File: src/rtl/spw_pkg.sv
// Shared types and defaults for the SpaceWire link-interface state machine.
package spw_pkg;

    typedef enum logic [2:0] {
        ST_ERROR_RESET = 3'd0,
        ST_ERROR_WAIT  = 3'd1,
        ST_READY       = 3'd2,
        ST_STARTED     = 3'd3,
        ST_CONNECTING  = 3'd4,
        ST_RUN         = 3'd5
    } spw_link_state_t;

    localparam int unsigned T_6US4_DEF  = 64;
    localparam int unsigned T_12US8_DEF = 128;
    localparam int unsigned T_DISC_DEF  = 9;
    localparam int unsigned TIMER_W_DEF = 16;

    typedef struct packed {
        logic rx_resetn;
        logic enable_tx;
        logic send_null;
        logic send_fct;
        logic enable_data;
    } spw_link_ctl_t;

    // Receiver/transmitter controls implied by a link state.
    function automatic spw_link_ctl_t decode_ctl(input spw_link_state_t st);
        spw_link_ctl_t c;
        c             = '0;
        c.rx_resetn   = (st != ST_ERROR_RESET);
        c.enable_tx   = (st == ST_STARTED) || (st == ST_CONNECTING) || (st == ST_RUN);
        c.send_null   = c.enable_tx;
        c.send_fct    = (st == ST_CONNECTING) || (st == ST_RUN);
        c.enable_data = (st == ST_RUN);
        return c;
    endfunction

endpackage

File: src/rtl/spw_link_timer.sv
// Loadable down-counter for the link state dwell times.
// expired is registered and is high during the last cycle of the loaded dwell.
module spw_link_timer
    import spw_pkg::*;
#(
    parameter int unsigned TIMER_W = TIMER_W_DEF,
    parameter int unsigned RST_VAL = T_6US4_DEF
) (
    input  logic               pclk,
    input  logic               resetn,
    input  logic               load,
    input  logic [TIMER_W-1:0] load_val,
    output logic               expired
);

    logic [TIMER_W-1:0] cnt;
    logic [TIMER_W-1:0] cnt_next;

    always_comb begin
        cnt_next = cnt;
        if (load) begin
            cnt_next = load_val;
        end else if (cnt != '0) begin
            cnt_next = cnt - TIMER_W'(1);
        end
    end

    // A count of one after this edge means the dwell ends on the next edge.
    always_ff @(posedge pclk or negedge resetn) begin
        if (!resetn) begin
            cnt     <= TIMER_W'(RST_VAL);
            expired <= (RST_VAL == 32'd1);
        end else begin
            cnt     <= cnt_next;
            expired <= (cnt_next == TIMER_W'(1));
        end
    end

endmodule

File: src/rtl/spw_link_fsm.sv
// SpaceWire link-interface state machine: sequences RX reset and TX enables,
// and tears the link down on receiver, credit or disconnect errors.
module spw_link_fsm
    import spw_pkg::*;
#(
    parameter int unsigned T_6US4  = T_6US4_DEF,
    parameter int unsigned T_12US8 = T_12US8_DEF,
    parameter int unsigned T_DISC  = T_DISC_DEF,
    parameter int unsigned TIMER_W = TIMER_W_DEF
) (
    input  logic       pclk,
    input  logic       resetn,
    input  logic       link_start,
    input  logic       auto_start,
    input  logic       link_disable,
    input  logic       rx_got_bit,
    input  logic       rx_got_null,
    input  logic       rx_got_fct,
    input  logic       rx_got_nchar,
    input  logic       rx_got_time_code,
    input  logic       rx_error,
    input  logic       credit_error,
    output logic       rx_resetn_out,
    output logic       enable_tx,
    output logic       send_null_tx,
    output logic       send_fct_tx,
    output logic       enable_data_tx,
    output logic [2:0] fsm_state,
    output logic       link_error
);

    spw_link_state_t state;
    spw_link_state_t state_next;

    logic null_q;
    logic fct_q;
    logic nchar_q;
    logic time_q;
    logic err_q;
    logic bit_q;

    logic got_null;
    logic got_fct;
    logic got_nchar;
    logic got_time;
    logic err_par;
    logic bit_chg;

    logic               disc_armed;
    logic [TIMER_W-1:0] disc_cnt;
    logic               disc_hit;
    logic               err_disc;
    logic               null_seen;

    logic               tmr_load;
    logic [TIMER_W-1:0] tmr_val;
    logic               tmo;

    logic err_line;
    logic err_early;
    logic link_en;

    spw_link_ctl_t ctl_q;
    spw_link_ctl_t ctl_d;
    logic          link_error_q;
    logic          link_error_d;

    // Previous samples for rising-edge / change detection.
    always_ff @(posedge pclk or negedge resetn) begin
        if (!resetn) begin
            null_q  <= 1'b0;
            fct_q   <= 1'b0;
            nchar_q <= 1'b0;
            time_q  <= 1'b0;
            err_q   <= 1'b0;
            bit_q   <= 1'b0;
        end else begin
            null_q  <= rx_got_null;
            fct_q   <= rx_got_fct;
            nchar_q <= rx_got_nchar;
            time_q  <= rx_got_time_code;
            err_q   <= rx_error;
            bit_q   <= rx_got_bit;
        end
    end

    assign got_null  = rx_got_null      & ~null_q;
    assign got_fct   = rx_got_fct       & ~fct_q;
    assign got_nchar = rx_got_nchar     & ~nchar_q;
    assign got_time  = rx_got_time_code & ~time_q;
    assign err_par   = rx_error         & ~err_q;
    assign bit_chg   = rx_got_bit       ^ bit_q;

    // Disconnect detector: armed by the first line transition after RX reset lifts.
    always_ff @(posedge pclk or negedge resetn) begin
        if (!resetn) begin
            disc_armed <= 1'b0;
            disc_cnt   <= '0;
        end else if (state == ST_ERROR_RESET) begin
            disc_armed <= 1'b0;
            disc_cnt   <= '0;
        end else if (bit_chg) begin
            disc_armed <= 1'b1;
            disc_cnt   <= '0;
        end else if (disc_armed && !disc_hit) begin
            disc_cnt   <= disc_cnt + TIMER_W'(1);
        end
    end

    assign disc_hit = (disc_cnt == TIMER_W'(T_DISC));
    assign err_disc = disc_armed & disc_hit;

    always_ff @(posedge pclk or negedge resetn) begin
        if (!resetn) begin
            null_seen <= 1'b0;
        end else if (state == ST_ERROR_RESET) begin
            null_seen <= 1'b0;
        end else if (got_null) begin
            null_seen <= 1'b1;
        end
    end

    // Reload the dwell timer on every state entry.
    assign tmr_load = (state_next != state);
    assign tmr_val  = (state_next == ST_ERROR_RESET) ? TIMER_W'(T_6US4) : TIMER_W'(T_12US8);

    spw_link_timer #(
        .TIMER_W (TIMER_W),
        .RST_VAL (T_6US4)
    ) u_state_timer (
        .pclk     (pclk),
        .resetn   (resetn),
        .load     (tmr_load),
        .load_val (tmr_val),
        .expired  (tmo)
    );

    assign err_line  = err_disc | err_par;
    assign err_early = err_line | got_fct | got_nchar | got_time;
    assign link_en   = ~link_disable & (link_start | (auto_start & null_seen));

    always_ff @(posedge pclk or negedge resetn) begin
        if (!resetn) begin
            state <= ST_ERROR_RESET;
        end else begin
            state <= state_next;
        end
    end

    // Per-state priority: error, then progress event, then timeout.
    always_comb begin
        state_next = state;
        case (state)
            ST_ERROR_RESET: begin
                if (tmo) state_next = ST_ERROR_WAIT;
            end
            ST_ERROR_WAIT: begin
                if (err_early)  state_next = ST_ERROR_RESET;
                else if (tmo)   state_next = ST_READY;
            end
            ST_READY: begin
                if (err_early)    state_next = ST_ERROR_RESET;
                else if (link_en) state_next = ST_STARTED;
            end
            ST_STARTED: begin
                if (err_early)                  state_next = ST_ERROR_RESET;
                else if (got_null || null_seen) state_next = ST_CONNECTING;
                else if (tmo)                   state_next = ST_ERROR_RESET;
            end
            ST_CONNECTING: begin
                if (err_line || got_nchar || got_time) state_next = ST_ERROR_RESET;
                else if (got_fct)                      state_next = ST_RUN;
                else if (tmo)                          state_next = ST_ERROR_RESET;
            end
            ST_RUN: begin
                if (err_line || credit_error || link_disable) state_next = ST_ERROR_RESET;
            end
            default: state_next = ST_ERROR_RESET;
        endcase
    end

    // Outputs follow the next state; a host disable out of RUN is not a fault.
    always_comb begin
        ctl_d        = decode_ctl(state_next);
        link_error_d = 1'b0;
        if (state_next == ST_ERROR_RESET) begin
            case (state)
                ST_ERROR_WAIT, ST_READY, ST_STARTED, ST_CONNECTING: link_error_d = 1'b1;
                ST_RUN:  link_error_d = err_line | credit_error;
                default: link_error_d = 1'b0;
            endcase
        end
    end

    always_ff @(posedge pclk or negedge resetn) begin
        if (!resetn) begin
            ctl_q        <= '0;
            link_error_q <= 1'b0;
        end else begin
            ctl_q        <= ctl_d;
            link_error_q <= link_error_d;
        end
    end

    assign rx_resetn_out  = ctl_q.rx_resetn;
    assign enable_tx      = ctl_q.enable_tx;
    assign send_null_tx   = ctl_q.send_null;
    assign send_fct_tx    = ctl_q.send_fct;
    assign enable_data_tx = ctl_q.enable_data;
    assign fsm_state      = state;
    assign link_error     = link_error_q;

endmodule

File: config.mk
export PLATFORM = sky130hd
export DESIGN_NAME = spw_link_fsm
export DESIGN_NICKNAME = d
export VERILOG_FILES = /design/src/rtl/spw_pkg.sv /design/src/rtl/spw_link_timer.sv /design/src/rtl/spw_link_fsm.sv
export SDC_FILE = /design/constraint.sdc
export NUM_CORES = 1
export LEC_CHECK = 0
export CORE_MARGIN = 8
export CORE_UTILIZATION = 40
export DETAILED_ROUTE_END_ITERATION = 10
export HOLD_SLACK_MARGIN = 0.03
export PLACE_DENSITY = 0.62
export RECOVER_POWER = 50
export SETUP_SLACK_MARGIN = 0.5
export SLEW_MARGIN = 20
export SYNTH_ARGS = -nofsm -noshare
export SYNTH_HDL_FRONTEND = slang
export SYNTH_SLANG_ARGS = --single-unit
File: constraint.sdc
create_clock -name pclk -period 5.3 [get_ports pclk]
set_input_delay 1.06 -clock pclk [delete_from_list [all_inputs] [get_ports pclk]]
set_output_delay 1.06 -clock pclk [all_outputs]
set_load 0.1 [all_outputs]
==> run_results.csv, run 1 <==
group,metric,value,unit
synth,netlist_instances,280,
clocking,ctsResizeCount,0,
floorplanning,core-area,6756,sq um
route,drt_wl_total,5629,um
synth,yosysSeqAreaShare,44.29,%
run_status,status,"finished, violations left",
setup_path,r2r_cells,5,
final_layout,fin_nets,314,
floorplanning,start_util,41.02,%
timing,fin_tns_setup,0,ps
global_route,antenna_found_initial,0,
synth,ys.flop_type,"dfrtp_1",
global_route,grt_pass1_wl,9784,um
setup_path,crit_type,"input port to flop",
run_status,violations,"max-capacitance violations, max-slew violations",
floorplanning,die_h,99.24,um
power_and_ir_drop,internal_power,0.5423,mW
synth,ys_types,61,
timing,final_max_slew_viol_count,31,
placed_design,dp.final_hpwl,4115,um
global_route,grt_start_max_net_pins,31,
clocking,cts_setup_buffers,0,
clocking,cts_sinks,49,
synth,synth-edff-count,0,
clocking,clock_latency,310,ps
route,drc,0,
timing,final-hold-violation-count,0,
setup_path,startpoint_type,"input port",
route,viasPerCell,5.536,
route,first_pass_iters,4,
synth,synthArstFlopShare,100.0,%
setup_path,worst-path-max-fanout,15,
final_layout,drive_gt1_share,9.365,%
synth,yosysWarnings,0,
global_route,gr-total-overflow,0,
power_and_ir_drop,p_sw_share,21.35,%
global_route,grt_pass1_vias,2063,
timing,relSlewSlack,-7.144,%
timing,tightest_slew,1607,ps
worst_hold_path,hold_path_class,"flop to flop",
placed_design,port_buffers,20,
timing,fmax,282.2,MHz
run,drv_cap,1,
power_and_ir_drop,combPwrFrac,3.4,%
timing,finClkSkew,10.51,ps
synth,netlist_area,2771,sq um
timing,layout_setup_ws,1756,ps
timing,period_share,66.86,%
power_and_ir_drop,powerDensity,219.3,nW/um^2
timing,min_period,3544,ps
global_route,grt_usage,11.90,%
final_layout,syn_to_final_growth,13.45,%
placed_design,gp_congestion,0.8778,
route,drt-wirelength-per-cell,14.85,um
setup_path,endpoint_kind,"flop",
power_and_ir_drop,p_seq_share,54.6,%
route,vias,2098,
setup_path,worstPathRequired,5500,ps
power_and_ir_drop,power.leakage,1.246,nW
placed_design,dp_slack,1509,ps
setup_path,ff2ff_setup_slack,2690,ps
clocking,clk_pin_slew,100,ps
route,drt.antenna.violating_nets,0,
timing,grt_setup_unrepaired,"false",
route,drt_iter0_drc,86,
clocking,holdBufCountCts,0,
power_and_ir_drop,clockPowerShare,42.0,%
synth,syn_nets,296,
power_and_ir_drop,p_sw,0.1472,mW
clocking,cts_tree,"built",
floorplanning,rows,30,
floorplanning,dieArea,9848,sq um
synth,synth-seq-cells,49,
final_layout,n_antenna_cell,0,
clocking,clockBufferDepth,2,
clocking,cts_root_buf,"clkbuf_8",
floorplanning,die_w,99.24,um
clocking,cts.htree.levels,2,
timing,setup_violations,0,
floorplanning,io_pins,21,
power_and_ir_drop,ir_drop,0.1401,mV
setup_path,crit_arrival,3740,ps
worst_hold_path,hold_path_depth,2,
synth,syn_area_per_cell,9.898,sq um
clocking,cts_buffers,5,
==> kinds of logic (layout without fill, tap and decap cells) <==
kind of cell | count (synthesis) | in the layout | synth area share, %
adder cells (fa/ha/maj) | 4 | 4 | 1.806
AND/OR/NAND/NOR | 134 | 134 | 29.80
multiplexers | 2 | 2 | 0.9028
flip-flops | 49 | 49 | 44.29
AO/OA/AOI/OAI | 50 | 50 | 13.27
XOR/XNOR | 22 | 22 | 6.952
buffers and inverters | 19 | 38 | 2.980
==> cells in the final DEF, fill, tap and decap left out, drive strengths merged, types with 5 or more instances in the layout <==
| cell type | n |
|---|---|
| clkbuf | 8 |
| a21oi | 15 |
| and2 | 6 |
| dfrtp | 48 |
| and3 | 5 |
| clkdlybuf4s50 | 13 |
| a31oi | 5 |
| nor2 | 35 |
| nor4 | 7 |
| xnor2 | 10 |
| o21ai | 8 |
| nor2b | 9 |
| a211oi | 5 |
| nand2 | 12 |
| nor4b | 7 |
| nor3 | 11 |
| nand2b | 7 |
| nand4 | 10 |
| dlygate4sd3 | 6 |
| inv | 10 |
| xor2 | 12 |
| nand3 | 8 |
==> synthesized netlist by cell type (7+ instances only) <==
| cell | instances | area share (%) |
|---|---|---|
| a21oi_1 | 14 | 2.5 |
| dfrtp_1 | 48 | 43 |
| inv_1 | 9 | 1.2 |
| nand2_1 | 12 | 1.6 |
| nand2b_1 | 7 | 1.6 |
| nand3_1 | 8 | 1.4 |
| nand4_1 | 9 | 2.0 |
| nor2_1 | 35 | 4.7 |
| nor2b_1 | 9 | 2.0 |
| nor3_1 | 11 | 2.0 |
| xnor2_1 | 10 | 3.2 |
| xor2_1 | 12 | 3.8 |
==> layout make-up <==
class / instances / area (sq um)
Timing Repair Buffer: 21 / 197.7
Sequential cell: 49 / 1227
Clock inverter: 2 / 41.29
Tap cell: 80 / 100.1
Fill cell: 667 / 3612
Multi-Input combinational cell: 212 / 1461
Clock buffer: 6 / 82.58
Inverter: 9 / 33.78
==> metrics by stage <==
step	cells	utilization, %	power (mW)	area [sq um]	hold WS, ps
6_report	379	46.54	0.6895	3144	585.4
5_1_grt	379	46.54	0.7165	3144	615.2
4_1_cts	379	46.80	0.7019	3162	588.8
3_5_place_dp	371	44.96	0.4111	3038	566.9
3_3_place_gp	370	44.67	0.4090	3018	554.5
2_1_floorplan	280	-	0.3917	2771	527.9
==> worst paths after layout <==
check	endpoint	start
max	u_state_timer.cnt[7]$_DFF_PN0_	rx_got_time_code
min	disc_cnt[12]$_DFFE_PN0P_	disc_cnt[12]$_DFFE_PN0P_
max reg2reg	u_state_timer.cnt[7]$_DFF_PN0_	fsm_state[2]$_DFF_PN0_
min reg2reg	disc_cnt[12]$_DFFE_PN0P_	disc_cnt[12]$_DFFE_PN0P_
max in group asynchronous	u_state_timer.cnt[1]$_DFF_PN0_	resetn
min in group asynchronous	disc_cnt[8]$_DFFE_PN0P_	resetn
==> routing by layer <==
| metal | up-vias | track usage [%] | wire (um) |
|---|---|---|---|
| li1 | 1045 | - | - |
| met1 | 1020 | 15.88 | 2838 |
| met2 | 27 | 18.90 | 2559 |
| met3 | 6 | 2.793 | 177 |
| met4 | 0 | 2.910 | 53 |
| met5 | - | 0 | 0 |
==> power groups by stage <==
stage / registers [mW] / logic [mW] / clock network, mW
after floorplan: 0.384 / 0.00777 / 0
after global routing: 0.377 / 0.0271 / 0.312
final: 0.377 / 0.0236 / 0.289
after CTS: 0.377 / 0.0271 / 0.298
after detailed placement: 0.384 / 0.0271 / 0
after global placement: 0.384 / 0.0250 / 0
==> worst max-delay path: stages <==
cell,delay (ps)
dlygate4sd3_1,540
nor2b_1,160
nor4_1,610
o21ai_2,180
a22o_2,280
o21ai_2,550
mux2_4,350
(Power assumes the default switching activity.)
==> inputs of run 2 (changes only) <==
==> constraint.sdc (replaced) <==
create_clock -name pclk -period 3.5 [get_ports pclk]
set_input_delay 0.7 -clock pclk [delete_from_list [all_inputs] [get_ports pclk]]
set_output_delay 0.7 -clock pclk [all_outputs]
set_load 0.1 [all_outputs]
==> run 2 against run 1 <==
  * The run now ends clean
  * Via count barely moved
  * Cell area is 0.44% lower
  * Combinational power grew 59%
  * Global-route usage up 0.28 points
  * Clock power up 24%
  * Die area is the same
  * Hold slack worse by 210 ps
  * Sequential power increased by 51%
  * Sequential share of layout area rose by 0.17 points
  * Critical path depth up 1
  * Final cell count is 0.26% higher
  * Critical path type unchanged
==> run_results.csv, run 2 (synthesized netlist as in run 1, its figures left out) <==
group,metric,value,unit
run_status,status,"complete, no violations",
placed_design,dp_slack,576.4,ps
placed_design,gp_congestion,0.8497,
setup_path,ff2ff_setup_slack,1040,ps
route,drc,0,
run,drv_cap,0,
placed_design,port_buffers,20,
route,drt_wl_total,5568,um
floorplanning,die_w,99.24,um
setup_path,startpoint_type,"input port",
power_and_ir_drop,ir_drop,0.2246,mV
final_layout,mostFrequentLayoutCells,"48 x dfrtp_1, 35 x nor2_1, 14 x a21oi_1",
setup_path,startpoint,"rx_got_time_code",
timing,final_max_slew_viol_count,0,
setup_path,r2r_cells,8,
setup_path,worstPathRequired,3690,ps
global_route,antenna_found_initial,0,
setup_path,r2r-start,"u_state_timer.cnt[0]$_DFF_PN0_",
clocking,cts_root_buf,"clkbuf_8",
clocking,clockBufferDepth,2,
timing,setup_violations,0,
final_layout,syn_to_final_growth,12.96,%
route,drt_iter0_drc,81,
clocking,ctsResizeCount,0,
setup_path,timing.rr.end,"u_state_timer.expired$_DFF_PN0_",
power_and_ir_drop,powerDensity,308.4,nW/um^2
clocking,holdBufCountCts,0,
final_layout,final_common_cell,"dfrtp_1",
floorplanning,core-area,6756,sq um
power_and_ir_drop,power.leakage,1.252,nW
route,top_layer_used,"met4",
worst_hold_path,hold_path_class,"input port to async pin",
floorplanning,start_util,41.02,%
global_route,grt_usage,12.18,%
route,met2_length,2610,um
timing,period_share,77.74,%
clocking,clock_latency,310,ps
global_route,grt_start_max_net_pins,50,
timing,min_period,2721,ps
route,route.met3.wl,243,um
setup_path,crit_arrival,2910,ps
floorplanning,die_h,99.24,um
timing,finClkSkew,9.580,ps
timing,fin_tns_setup,0,ps
timing,fmax,367.5,MHz
placed_design,dp.final_hpwl,4101,um
timing,tightest_slew,984.8,ps
final_layout,seq_area,1227,sq um
global_route,gr-total-overflow,0,
final_layout,multi_input_area,1461,sq um
clocking,clk_pin_slew,110,ps
global_route,grt_pass1_wl,10080,um
clocking,cts_buffers,5,
global_route,grt_pass1_vias,2137,
timing,layout_setup_ws,779.0,ps
timing,relSlewSlack,34.14,%
final_layout,fin_nets,315,
floorplanning,rows,30,
timing,grt_setup_unrepaired,"false",
setup_path,endpoint_kind,"flop",
route,drt.antenna.violating_nets,0,
clocking,cts_sinks,49,
route,viasPerCell,5.524,
route,wl_met1,2677,um
clocking,cts.htree.levels,2,
setup_path,crit_type,"input port to flop",
final_layout,n_antenna_cell,0,
floorplanning,dieArea,9848,sq um
clocking,cts_setup_buffers,0,
route,drt-wirelength-per-cell,14.65,um
final_layout,fillerInstances,639,
final_layout,drive_gt1_share,11.33,%
route,vias,2099,
timing,final-hold-violation-count,0,
route,first_pass_iters,4,
floorplanning,io_pins,21,
clocking,cts_tree,"built",
setup_path,worst-path-max-fanout,9,
## run 2: cell count changes in the layout (fill, tap and decap cells not counted), sizes merged, moves of 2 or more
cell | previous run | this run
dlygate4sd3 | 6 | 4
clkbuf | 8 | 5
clkinv | 0 | 3
buf | 0 | 6
## run 2: metal layers
metal  vias up  global-route usage (%)
met4         0                   3.260
met5         -                       0
met3         2                   3.282
li1       1048                       -
met2        40                   19.27
met1      1009                   15.95
## run 2: worst max-delay path by stage
stage / endpoint / slack, ps / cells after the start
2_1_floorplan: u_state_timer.cnt[7]$_DFF_PN0_ / 880 / 6
3_3_place_gp: u_state_timer.cnt[7]$_DFF_PN0_ / 640 / 8
3_5_place_dp: u_state_timer.cnt[7]$_DFF_PN0_ / 580 / 8
4_1_cts: u_state_timer.cnt[7]$_DFF_PN0_ / 900 / 8
5_1_grt: u_state_timer.cnt[1]$_DFF_PN0_ / 620 / 9
6_report: u_state_timer.cnt[7]$_DFF_PN0_ / 780 / 8
## run 2: final cells by class
cell class	instances	area share [%]
Timing Repair Buffer	22	6.555
Sequential cell	49	39.21
Multi-Input combinational cell	212	46.68
Inverter	9	1.079
Clock inverter	3	1.079
Tap cell	80	3.197
Clock buffer	5	2.198
## run 2: critical path, stage by stage
cell,delay [ps]
dlygate4sd3_1,540
nor2b_1,170
nor4_1,280
buf_4,180
o21ai_2,70
a22o_2,250
o21ai_2,380
mux2_4,340
## run 2: stage by stage
stage | power [mW] | hold WS [ps] | instance area, sq um | utilization (%) | instances
floorplan | 0.5932 | 404.4 | 2771 | - | 280
detailed placement | 0.6210 | 569.6 | 3025 | 44.78 | 372
CTS | 0.9856 | 587.9 | 3128 | 46.30 | 380
global placement | 0.6203 | 556.0 | 3025 | 44.78 | 372
global route | 1.010 | 431.1 | 3131 | 46.33 | 380
finish | 0.9656 | 380.1 | 3131 | 46.33 | 380
## run 2: report_power, final
part | switching, mW | internal (mW)
clock network | 0.209 | 0.149
registers | 0.000996 | 0.569
logic | 0.0212 | 0.0163
==> inputs of run 3 (changes only) <==
--- a/config.mk
+++ b/config.mk
@@ -9,7 +9,7 @@
 export CORE_UTILIZATION = 40
 export DETAILED_ROUTE_END_ITERATION = 10
 export HOLD_SLACK_MARGIN = 0.03
-export PLACE_DENSITY = 0.62
+export PLACE_DENSITY = 0.64
 export RECOVER_POWER = 50
 export SETUP_SLACK_MARGIN = 0.5
 export SLEW_MARGIN = 20
==> constraint.sdc (replaced) <==
create_clock -name pclk -period 2.35 [get_ports pclk]
set_input_delay 0.47 -clock pclk [delete_from_list [all_inputs] [get_ports pclk]]
set_output_delay 0.47 -clock pclk [all_outputs]
set_load 0.1 [all_outputs]
==> run 3 against run 2 <==
  * Register-to-register slack lost 910 ps
  * Wire length grew 16%
  * Critical path depth fell by 2
  * Count of clock-buffer cells in the layout is the same
  * Cell area increased by 14%
  * Sequential power rose by 49%
  * Global-route usage is 1.2 points higher
  * Clock skew increased by 1.1 ps
==> run_results.csv, run 3 (synthesized netlist as in run 1, its figures left out) <==
group,metric,value,unit
run_status,status,"complete, no violations",
route,drt_wl_total,6477,um
power_and_ir_drop,ir_drop,0.2984,mV
placed_design,dp.final_hpwl,4585,um
floorplanning,die_w,99.24,um
route,drt_iter0_drc,84,
timing,fmax,450.2,MHz
power_and_ir_drop,powerDensity,405.8,nW/um^2
timing,layout_setup_ws,128.7,ps
setup_path,crit_type,"flop to flop",
setup_path,crit_arrival,2430,ps
setup_path,startpoint,"u_state_timer.cnt[2]$_DFF_PN0_",
placed_design,dp_slack,-231.2,ps
power_and_ir_drop,power.leakage,1.452,nW
clocking,cts_root_buf,"clkbuf_8",
floorplanning,start_util,41.02,%
route,drc,0,
route,drt.antenna.violating_nets,0,
clocking,cts.htree.levels,2,
final_layout,stdcell_count,417,
final_layout,n_antenna_cell,0,
route,first_pass_iters,4,
final_layout,final_common_cell,"dfrtp_1",
global_route,grt_start_max_net_pins,26,
timing,relSlewSlack,48.77,%
global_route,grt_pass1_wl,10810,um
global_route,grt_usage,13.41,%
setup_path,worstPathRequired,2560,ps
timing,finClkSkew,10.67,ps
timing,period_share,94.52,%
clocking,holdBufCountCts,0,
clocking,clk_pin_slew,100,ps
placed_design,gp_congestion,0.8196,
placed_design,port_buffers,20,
setup_path,endpoint_kind,"flop",
final_layout,mostFrequentLayoutCells,"45 x dfrtp_1, 43 x buf_4, 34 x nor2_1",
worst_hold_path,hold_path_class,"input port to async pin",
timing,holdWs,189.4,ps
global_route,gr-total-overflow,0,
timing,final-hold-violation-count,0,
final_layout,drive_gt1_share,30.56,%
final_layout,syn_to_final_growth,28.94,%
route,viasPerCell,5.384,
route,vias,2245,
timing,final_max_slew_viol_count,0,
floorplanning,die_h,99.24,um
setup_path,startpoint_type,"flop",
route,drt-wirelength-per-cell,15.53,um
final_layout,fin_nets,352,
global_route,antenna_found_initial,0,
timing,grt_setup_unrepaired,"true",
power_and_ir_drop,p_total,1.450,mW
clocking,cts_buffers,5,
timing,tightest_slew,768.4,ps
clocking,clock_latency,300,ps
global_route,grt_pass1_vias,2241,
timing,min_period,2221,ps
setup_path,worst-path-max-fanout,8,
floorplanning,rows,30,
clocking,cts_sinks,49,
setup_path,r2r-start,"u_state_timer.cnt[2]$_DFF_PN0_",
floorplanning,io_pins,21,
clocking,cts_tree,"built",
run,drv_cap,0,
placed_design,dp_cells,397,
floorplanning,dieArea,9848,sq um
floorplanning,core-area,6756,sq um
clocking,clockBufferDepth,2,
timing,setup_violations,0,
## run 3: stage by stage
stage	cell area, sq um	TNS [ps]	util, %
detailed placement	3244	-2181	48.02
finish	3573	0	52.89
CTS	3503	0	51.85
floorplan	2828	0	-
global placement	3244	-1463	48.02
global route	3573	0	52.89
## run 3: power breakdown
part	switching, mW	internal [mW]	total [mW]
sequential	0.00310	0.848	0.851
combinational	0.0385	0.0359	0.0744
clock	0.308	0.217	0.525
total	0.350	1.10	1.45
## run 3: final timing paths
kind,end,cells past startpoint,slack (ps)
worst min-delay path,rx_resetn_out$_DFF_PN0_,1,190
worst min register to register,disc_cnt[12]$_DFFE_PN0P_,2,580
worst max register to register,u_state_timer.expired$_DFF_PN0_,6,130
min in group pclk,fct_q$_DFF_PN0_,1,420
max in group asynchronous,u_state_timer.cnt[5]$_DFF_PN0_,2,1030
worst max-delay path,u_state_timer.expired$_DFF_PN0_,6,130
## run 3: cell type report
type	instances	area, sq um
Clock buffer	5	68.82
Clock inverter	3	26.28
Fill cell	624	3183
Inverter	9	33.78
Multi-Input combinational cell	212	1638
Sequential cell	49	1239
Tap cell	80	100.1
Timing Repair Buffer	59	467.9
## run 3: routing by layer
layer / global-route usage (%) / routed length [um] / share of wire (%)
met1: 18.06 / 3138 / 48
met2: 21.59 / 3174 / 49
met3: 2.304 / 121 / 1.9
met4: 3.492 / 42 / 0.65
met5: 0 / 0 / 0
## run 3: what timing repair did
item | 4_1_cts | 5_1_grt
gates resized for setup | 21 | 14
buffers inserted | 9 | 3
pin swaps | 8 | 10
gates cloned | 0 | 0
endpoints found under the setup margin | 19 | 22
## run 3: worst max-delay path, cell delays in order, from the launching register on
cell	delay (ps)
dfrtp_1	570
or3_1	350
nand2_1	170
and3b_1	240
a2111oi_4	380
nand4_1	180
nor4_1	250
